<file path="src/rtl/otter_arb_pkg.sv">
// Shared types and constants for the OTTER memory-port arbiter.
// Used by otter_mem_arbiter and arb_tag_pipe.
package otter_arb_pkg;

    // Owner of a memory access; also the debug view of the last accepted owner.
    typedef enum logic [1:0] {
        OWN_NONE = 2'd0,
        OWN_IF   = 2'd1,
        OWN_DATA = 2'd2
    } owner_t;

    // One in-flight read slot: whether it carries a response and who gets it.
    typedef struct packed {
        logic   valid;
        owner_t owner;
    } tag_t;

    // Instruction fetches are always full-word, unsigned.
    localparam logic [1:0] SIZE_WORD = 2'b10;

    localparam tag_t TAG_EMPTY = '{valid: 1'b0, owner: OWN_NONE};

    // Build the tag pushed into the pipeline for a cycle's accepted access.
    function automatic tag_t make_tag(input logic is_read, input logic is_fetch);
        tag_t t;
        t = TAG_EMPTY;
        if (is_read) begin
            t.valid = 1'b1;
            t.owner = is_fetch ? OWN_IF : OWN_DATA;
        end
        return t;
    endfunction

endpackage

</file>
<file path="src/rtl/arb_tag_pipe.sv">
// Fixed-depth shift register of read tags. Stage 0 captures the tag of the
// access accepted this cycle; every stage shifts on every clock, so the
// final stage presents the tag of the read issued DEPTH cycles earlier.
// Asynchronous active-low clear drops all in-flight reads.
module arb_tag_pipe
    import otter_arb_pkg::*;
#(
    parameter int unsigned DEPTH = 1
) (
    input  logic clk,
    input  logic rst_n,
    input  tag_t load_tag,
    output tag_t final_tag
);

    tag_t [DEPTH-1:0] stages;

    if (DEPTH == 1) begin : g_single
        // Single stage: capture the current tag every edge.
        always_ff @(posedge clk or negedge rst_n) begin
            if (!rst_n) begin
                stages <= '0;
            end else begin
                stages <= load_tag;
            end
        end
    end else begin : g_shift
        // Multi-stage: shift toward the top, new tag enters at stage 0.
        always_ff @(posedge clk or negedge rst_n) begin
            if (!rst_n) begin
                stages <= '0;
            end else begin
                stages <= {stages[DEPTH-2:0], load_tag};
            end
        end
    end

    assign final_tag = stages[DEPTH-1];

endmodule

</file>
<file path="src/rtl/otter_mem_arbiter.sv">
// Arbiter sharing the unified OTTER memory port between instruction fetch
// and data load/store. Data wins by default; after MAX_STARVE consecutive
// data grants with a fetch waiting, the fetch is forced through. Reads are
// tracked through an RD_LAT-deep tag pipeline so each response is routed
// back to its owner in issue order.
//
// Optional build macro: OTTER_ARB_DEBUG_EN adds DBG_OWNER / DBG_STARVE
// outputs and runtime assertions on grant exclusivity and reset behaviour.
module otter_mem_arbiter
    import otter_arb_pkg::*;
#(
    parameter int unsigned RD_LAT     = 1,
    parameter int unsigned MAX_STARVE = 4
) (
    input  logic        CLK,
    input  logic        RESET_N,
    // Fetch requester
    input  logic        IF_REQ,
    input  logic [31:0] IF_ADDR,
    output logic        IF_GNT,
    output logic        IF_RVALID,
    output logic [31:0] IF_RDATA,
    // Data requester
    input  logic        D_REQ,
    input  logic        D_WE,
    input  logic [31:0] D_ADDR,
    input  logic [31:0] D_WDATA,
    input  logic [1:0]  D_SIZE,
    input  logic        D_SIGN,
    output logic        D_GNT,
    output logic        D_RVALID,
    output logic [31:0] D_RDATA,
    // Memory port
    output logic        M_RD,
    output logic        M_WE,
    output logic [31:0] M_ADDR,
    output logic [31:0] M_WDATA,
    output logic [1:0]  M_SIZE,
    output logic        M_SIGN,
    input  logic [31:0] M_RDATA
`ifdef OTTER_ARB_DEBUG_EN
    ,
    output logic [1:0]  DBG_OWNER,
    output logic [3:0]  DBG_STARVE
`endif
);

    localparam logic [3:0] STARVE_LIM = 4'(MAX_STARVE);

    logic [3:0] starve_q;
    logic [3:0] starve_d;
    logic       starve_hit;
    logic       if_gnt;
    logic       d_gnt;
    logic       if_acc;
    logic       d_acc;
    logic       rd_acc;
    tag_t       load_tag;
    tag_t       final_tag;

    // Grant decision: data priority, fetch forced once the starvation limit is hit.
    // Grants are held low while reset is asserted.
    always_comb begin
        starve_hit = (starve_q == STARVE_LIM);
        if_gnt     = RESET_N & IF_REQ & (~D_REQ | starve_hit);
        d_gnt      = RESET_N & D_REQ & ~(IF_REQ & starve_hit);
        if_acc     = IF_REQ & if_gnt;
        d_acc      = D_REQ & d_gnt;
        rd_acc     = if_acc | (d_acc & ~D_WE);
    end

    assign IF_GNT = if_gnt;
    assign D_GNT  = d_gnt;

    // Starvation counter next state: counts data wins over a waiting fetch.
    always_comb begin
        starve_d = starve_q;
        if (!IF_REQ || if_acc) begin
            starve_d = 4'd0;
        end else if (d_acc && (starve_q != STARVE_LIM)) begin
            starve_d = starve_q + 4'd1;
        end
    end

    // Starvation counter register.
    always_ff @(posedge CLK or negedge RESET_N) begin
        if (!RESET_N) begin
            starve_q <= 4'd0;
        end else begin
            starve_q <= starve_d;
        end
    end

    // Memory port mux: the accepted request's fields drive the port this cycle.
    always_comb begin
        M_RD    = 1'b0;
        M_WE    = 1'b0;
        M_ADDR  = 32'd0;
        M_WDATA = 32'd0;
        M_SIZE  = 2'b00;
        M_SIGN  = 1'b0;
        if (if_acc) begin
            M_RD   = 1'b1;
            M_ADDR = IF_ADDR;
            M_SIZE = SIZE_WORD;
        end else if (d_acc) begin
            M_RD    = ~D_WE;
            M_WE    = D_WE;
            M_ADDR  = D_ADDR;
            M_WDATA = D_WDATA;
            M_SIZE  = D_SIZE;
            M_SIGN  = D_SIGN;
        end
    end

    // Tag for this cycle's read (stores and idle cycles push an empty slot).
    always_comb begin
        load_tag = make_tag(rd_acc, if_acc);
    end

    arb_tag_pipe #(
        .DEPTH (RD_LAT)
    ) u_tag_pipe (
        .clk       (CLK),
        .rst_n     (RESET_N),
        .load_tag  (load_tag),
        .final_tag (final_tag)
    );

    // Response routing: the final-stage tag selects which requester sees valid.
    always_comb begin
        IF_RVALID = final_tag.valid & (final_tag.owner == OWN_IF);
        D_RVALID  = final_tag.valid & (final_tag.owner == OWN_DATA);
        IF_RDATA  = M_RDATA;
        D_RDATA   = M_RDATA;
    end

`ifdef OTTER_ARB_DEBUG_EN
    owner_t last_owner_q;
    owner_t last_owner_d;

    // Last-owner state register.
    always_ff @(posedge CLK or negedge RESET_N) begin
        if (!RESET_N) begin
            last_owner_q <= OWN_NONE;
        end else begin
            last_owner_q <= last_owner_d;
        end
    end

    // Last-owner next state: whoever was accepted this cycle, else none.
    always_comb begin
        last_owner_d = OWN_NONE;
        if (if_acc) begin
            last_owner_d = OWN_IF;
        end else if (d_acc) begin
            last_owner_d = OWN_DATA;
        end
    end

    // Debug outputs.
    always_comb begin
        DBG_OWNER  = last_owner_q;
        DBG_STARVE = starve_q;
    end

    a_one_grant : assert property (@(posedge CLK) !(IF_GNT && D_GNT))
        else $error("both grants asserted");

    a_no_resp_in_reset : assert property (@(posedge CLK) !RESET_N |-> !final_tag.valid)
        else $error("read response during reset");
`endif

endmodule
</file>
<file path="config.mk">
export PLATFORM = sky130hd
export DESIGN_NAME = otter_mem_arbiter
export DESIGN_NICKNAME = d
export VERILOG_FILES = /design/src/rtl/otter_arb_pkg.sv /design/src/rtl/arb_tag_pipe.sv /design/src/rtl/otter_mem_arbiter.sv
export SDC_FILE = /design/constraint.sdc
export NUM_CORES = 1
export LEC_CHECK = 0
export BUFFER_PORTS_ARGS = -buffer_cell sky130_fd_sc_hd__buf_4
export CAP_MARGIN = 25
export CORE_AREA = 2 2 107 109
export DETAILED_ROUTE_END_ITERATION = 7
export DIE_AREA = 0 0 109 111
export PLACE_DENSITY = 0.52
export SLEW_MARGIN = 20
export SYNTH_ARGS = -nofsm -noshare
export SYNTH_HDL_FRONTEND = slang
export SYNTH_HIERARCHICAL = 1
export SYNTH_SLANG_ARGS = --single-unit
</file>
<file path="constraint.sdc">
create_clock -name CLK -period 1.9 [get_ports CLK]
set_clock_uncertainty 0.15 [all_clocks]
set_input_delay 0.095 -clock CLK [delete_from_list [all_inputs] [get_ports CLK]]
set_output_delay 0.095 -clock CLK [all_outputs]
set_load 0.005 [all_outputs]
</file>
Yosys cells after proc, flatten, opt, wreduce, memory -nomap -nowiden
Cells that the tools add are included.

Add/subtract/negate cells: 1. Multipliers: 0. Div/mod/pow operators: 0. Magnitude comparators: 0. Equality and inequality tests: 4. Shifts and indexed selects: 0. Multiplexer cells: 16. Bitwise operators: 15. Reductions and logical operators: 4.

Operator list (count): $mux W32 (4); $and A1 B1 Y1 (10); $mux W4 (2); $mux W1 (6); $mux W2 (3); $add A4 B1 Y4 const B (1); $eq A4 B3 Y1 const B (1); $ne A4 B3 Y1 const B (1); $mux W3 (1); $not A1 Y1 (3); $eq A2 B1 Y1 const B (1); $eq A2 B2 Y1 const B (1); $or A1 B1 Y1 (2); $reduce_bool A2 Y1 (1); $logic_and A1 B1 Y1 (1); $logic_not A1 Y1 (1); $logic_or A1 B1 Y1 (1).

Register bits: 7. Latch bits: 0. Memory bits (writable): 0. Memory bits (read-only): 0. Bits of input ports: 136. Output and inout bits: 137. Logic and storage cells: 43. Memories: 0.

Depth between registers and ports, before layout
Depth in word-level cells: 8. Gate-level depth with buffers: 6. Depth with buffers taken out: 5.

Modules after synthesis
Netlist, hierarchy kept.

Modules (own cells, without submodules): otter_mem_arbiter (times used 1, cells each 180, area each 1441.4 um^2, sequential area each 100.1 um^2); arb_tag_pipe (times used 1, cells each 3, area each 75.1 um^2, sequential area each 75.1 um^2).

Worst setup path before layout
Ideal clock, no wire load.

Path kind: register to output. From: register starve_q[0]. To: output port M_ADDR[0]. Arrival time: 1.421 ns. Data required time: 1.655 ns. Path slack: 0.234 ns. Stages on the path, launching flop included: 7. Path buffers: 1. Cells stage by stage: dfrtp_1 > inv_1 > ha_1 > and3b_4 > a21oi_4 > buf_6 > a22o_1.

Longest elaborated chain between the ends: 7. Elaborated cells on any way between the ends: 10. Classes of those cells: 1 x eq/ne; 2 x mux; 7 x bitwise.

RTL lines: start, declared (line otter_mem_arbiter.sv:50) `logic [3:0] starve_q;`; start signal, assigned (line otter_mem_arbiter.sv:90) `starve_q <= starve_d;`; $eq A4 B3 Y1 (*) (line otter_mem_arbiter.sv:64) `starve_hit = (starve_q == STARVE_LIM);`; $and A1 B1 Y1 (line otter_mem_arbiter.sv:66) `d_gnt = RESET_N & D_REQ & ~(IF_REQ & starve_hit);`; $not A1 Y1 (line otter_mem_arbiter.sv:66); $and A1 B1 Y1 (line otter_mem_arbiter.sv:66); $and A1 B1 Y1 (line otter_mem_arbiter.sv:68) `d_acc = D_REQ & d_gnt;`; $mux W32 (line otter_mem_arbiter.sv:106) `end else if (d_acc) begin`; $mux W32 (*) (line otter_mem_arbiter.sv:102) `if (if_acc) begin`; end, declared (line otter_mem_arbiter.sv:36) `output logic [31:0] M_ADDR,`.

Every way passes the cells marked *; elsewhere a longest branch is shown, timed or not.

Final worst setup path
From: register starve_q[0]. To: output port M_ADDR[17].

The elaborated chain is that of the path after synthesis.

==> results.toml <==
[floorplan]
initial_core_util_pct = 13.7
core_mm2 = 0.0111
io_pins = 273
floorplan.rows = 39
die_y_um = 111
die_area_mm2 = 0.0121
die_w_um = 109

[worst_setup_path]
worstSetupPathType = "reg2out"
worst_setup_path_end_kind = "primary output"
start_kind = "flop"
worst_path_largest_cell_delay_ps = 360
critPathRequiredTime_ps = 1650
crit_slowest_cell = "dfrtp_1"
cp.arrival_ps = 1810
crit_family = "buffers and inverters"
cp_cell_sequence = "inv_2 > ha_4 > and3b_4 > a21oi_4 > buf_12 > clkbuf_16 > a22o_1 > buf_6"
crit_fanout = 6
path_buf_inv = 4

[layout]
seqCellArea_um2 = 175
layout.nets = 448
fin_util_pct = 27.4
final-instance-count-excl-fill = 452
drive_above_1_share_pct = 76.7
multi_input_area_um2 = 818
antenna_cells = 0
fillers = 1173
synthToLayoutAreaGrowth_pct = 100

[place]
dp_hpwl_um = 4740
place_worst_setup_slack_ps = 41.0
portBuffers = 176
dpl.cell_count = 431
gp_congestion = 0.741

[clock_tree]
clockBufferDepth = 2
numCtsBuffers = 3
htreeDepth = 1
clkTransAtPathRegs_ps = 40
clk_latency_ps = 240
cts_tree = "done"
root_buffer = "clkbuf_16"
cts_sinks = 7

[synthesis]
netlist_area_mm2 = 0.00152
synth_flop_cell = "dfrtp_1"
syn_inst = 183
synth_edf_count = 0
ys_warn_count = 6
ys_ff_latch = 7
ys_seq_area_share_pct = 11.6
synth_cell_type_count = 28
async_flop_share_pct = 100
synth.avg_cell_area_um2 = 8.29
syn-num-nets = 321

[routing]
vias = 1740
firstDrtPassIters = 4
ant_nets = 0
drt_iter0_drc = 51
via_per_inst = 3.85
routed_wl_um = 6610
post_drt_wl_per_cell_um = 14.6
route.detailed.drc = 0

[sta]
rsz0062_at_grt = "true"
fin_ws_ps = -153
tightest_slew_ps = 380
max_slew_margin_pct = 74.6
finalCriticalPeriod_ps = 2050
fmax_mhz = 487
fin_crit_sh_pct = 108
hold_viol = 0
setup_viol_count_final = 69
maxSlewViolCount = 0

[power_and_ir_drop]
ir_drop_mv = 0.227
leakagePower_nw = 1.55
p_per_area_mw_per_mm2 = 353

[status]
violations = "negative setup slack"
outcome = "complete, but fails checks"

[run]
cap_violations = 0

[grt]
antenna_found_initial = 0
grt_use_total_pct = 9.55
first_global_vias = 1643
grt_max_degree = 26
grt_pass1_wl_um = 8840
overflow = 0

[worst_hold_path]
hp-class = "in2reg"
[path summary, 6_finish.rpt]
path,startpoint,end,slack (ps),depth (start not counted)
worst min-delay path,IF_REQ,starve_q[1]$_DFFE_PN0P_,30,3
worst min register to register,starve_q[3]$_DFFE_PN0P_,starve_q[3]$_DFFE_PN0P_,470,2
worst max-delay path,starve_q[0]$_DFFE_PN0P_,M_ADDR[17],-150,8
min in group asynchronous,RESET_N,starve_q[2]$_DFFE_PN0P_,210,2
worst max register to register,starve_q[0]$_DFFE_PN0P_,starve_q[3]$_DFFE_PN0P_,150,6
max in group asynchronous,RESET_N,u_tag_pipe/final_tag[2]$_DFF_PN0_,1120,2
[sequential cells by signal, indices dropped and copies added (netlist names)]
| register | cells |
|---|---|
| starve_q | 4 |
| u_tag_pipe/final_tag | 3 |
[layout make-up]
type | count | share of cell area [%]
clock buffers | 3 | 2.47
clock inverters | 1 | 0.165
inverters | 3 | 0.371
multi-input cells | 98 | 26.9
flip-flops and latches | 7 | 5.76
well taps | 143 | 5.89
repair buffers | 197 | 58.4
[cell families after synthesis]
family                     after synthesis  share of synthesized area (%)
AOI/OAI and AO/OA                       42                           24.6
DFF                                      7                           11.6
muxes                                    1                          0.743
buffers and inverters                   78                           40.2
and+or+nand+nor                         53                           21.3
adders and majority gates                2                           1.65
[worst reg2reg max path, delay by kind of cell (launching register included)]
kind                     cells  cell delay [ps]
AO/OA/AOI/OAI                1              150
adder cells (fa/ha/maj)      1              150
buffers and inverters        2              200
flip-flops                   1              360
AND/OR/NAND/NOR              2              660
[power by group]
part	internal, W	leakage, nW	switching, W
registers	0.000155	0.0951	0.00000338
logic	0.000371	1.42	0.000172
clock network	0.000277	0.0409	0.0000937
total	0.000803	1.55	0.000270
[per-stage QoR]
stage	TNS, ps	total power [W]	area (um^2)	hold WS (ps)
CTS	-5150	0.00105	2890	28.4
finish	-6470	0.00107	3040	27.4
global placement	0	0.000584	2470	-204
detailed placement	0	0.000586	2470	-206
floorplan	0	0.000403	1520	-351
global route	-11150	0.00112	3040	40.0
[cells in the final DEF, fill, tap and decap left out, types with 2 or more instances in the layout]
| cell | instances |
|---|---|
| buf_6 | 27 |
| nand3_1 | 2 |
| a22o_2 | 6 |
| dlygate4sd3_1 | 2 |
| inv_2 | 2 |
| and2_1 | 15 |
| nand3b_1 | 2 |
| and2_4 | 21 |
| a21oi_4 | 2 |
| a22o_1 | 25 |
| dfrtp_1 | 7 |
| buf_12 | 6 |
| clkbuf_16 | 5 |
| buf_4 | 156 |
| buf_16 | 4 |
| nand2_1 | 7 |
[routing by layer]
metal | part of all wire, % | track usage (%)
met1 | 35 | 10.1
met2 | 53 | 17.6
met3 | 8.8 | 1.65
met4 | 3.7 | 4.79
met5 | 0 | 0
[timing repair]
item	4_1_cts	5_1_grt
gates resized for setup	35	30
pin swaps	21	18
hold buffers	2	0
cloned	5	3
endpoints found under the hold margin	7	0
endpoints found under the setup margin	70	70
setup buffers	7	1
[cell usage after synthesis (2+ instances only)]
cell | instances | area (um^2)
nand2_1 | 7 | 26.3
a21o_2 | 2 | 17.5
and2_1 | 36 | 225
buf_4 | 64 | 480
a22o_2 | 7 | 70.1
inv_1 | 3 | 11.3
buf_6 | 10 | 113
nand3_1 | 2 | 10.0
ha_1 | 2 | 25.0
nand3b_1 | 2 | 15.0
dfrtp_1 | 7 | 175
a22o_1 | 25 | 219
Power figures use the tool's default switching activity.
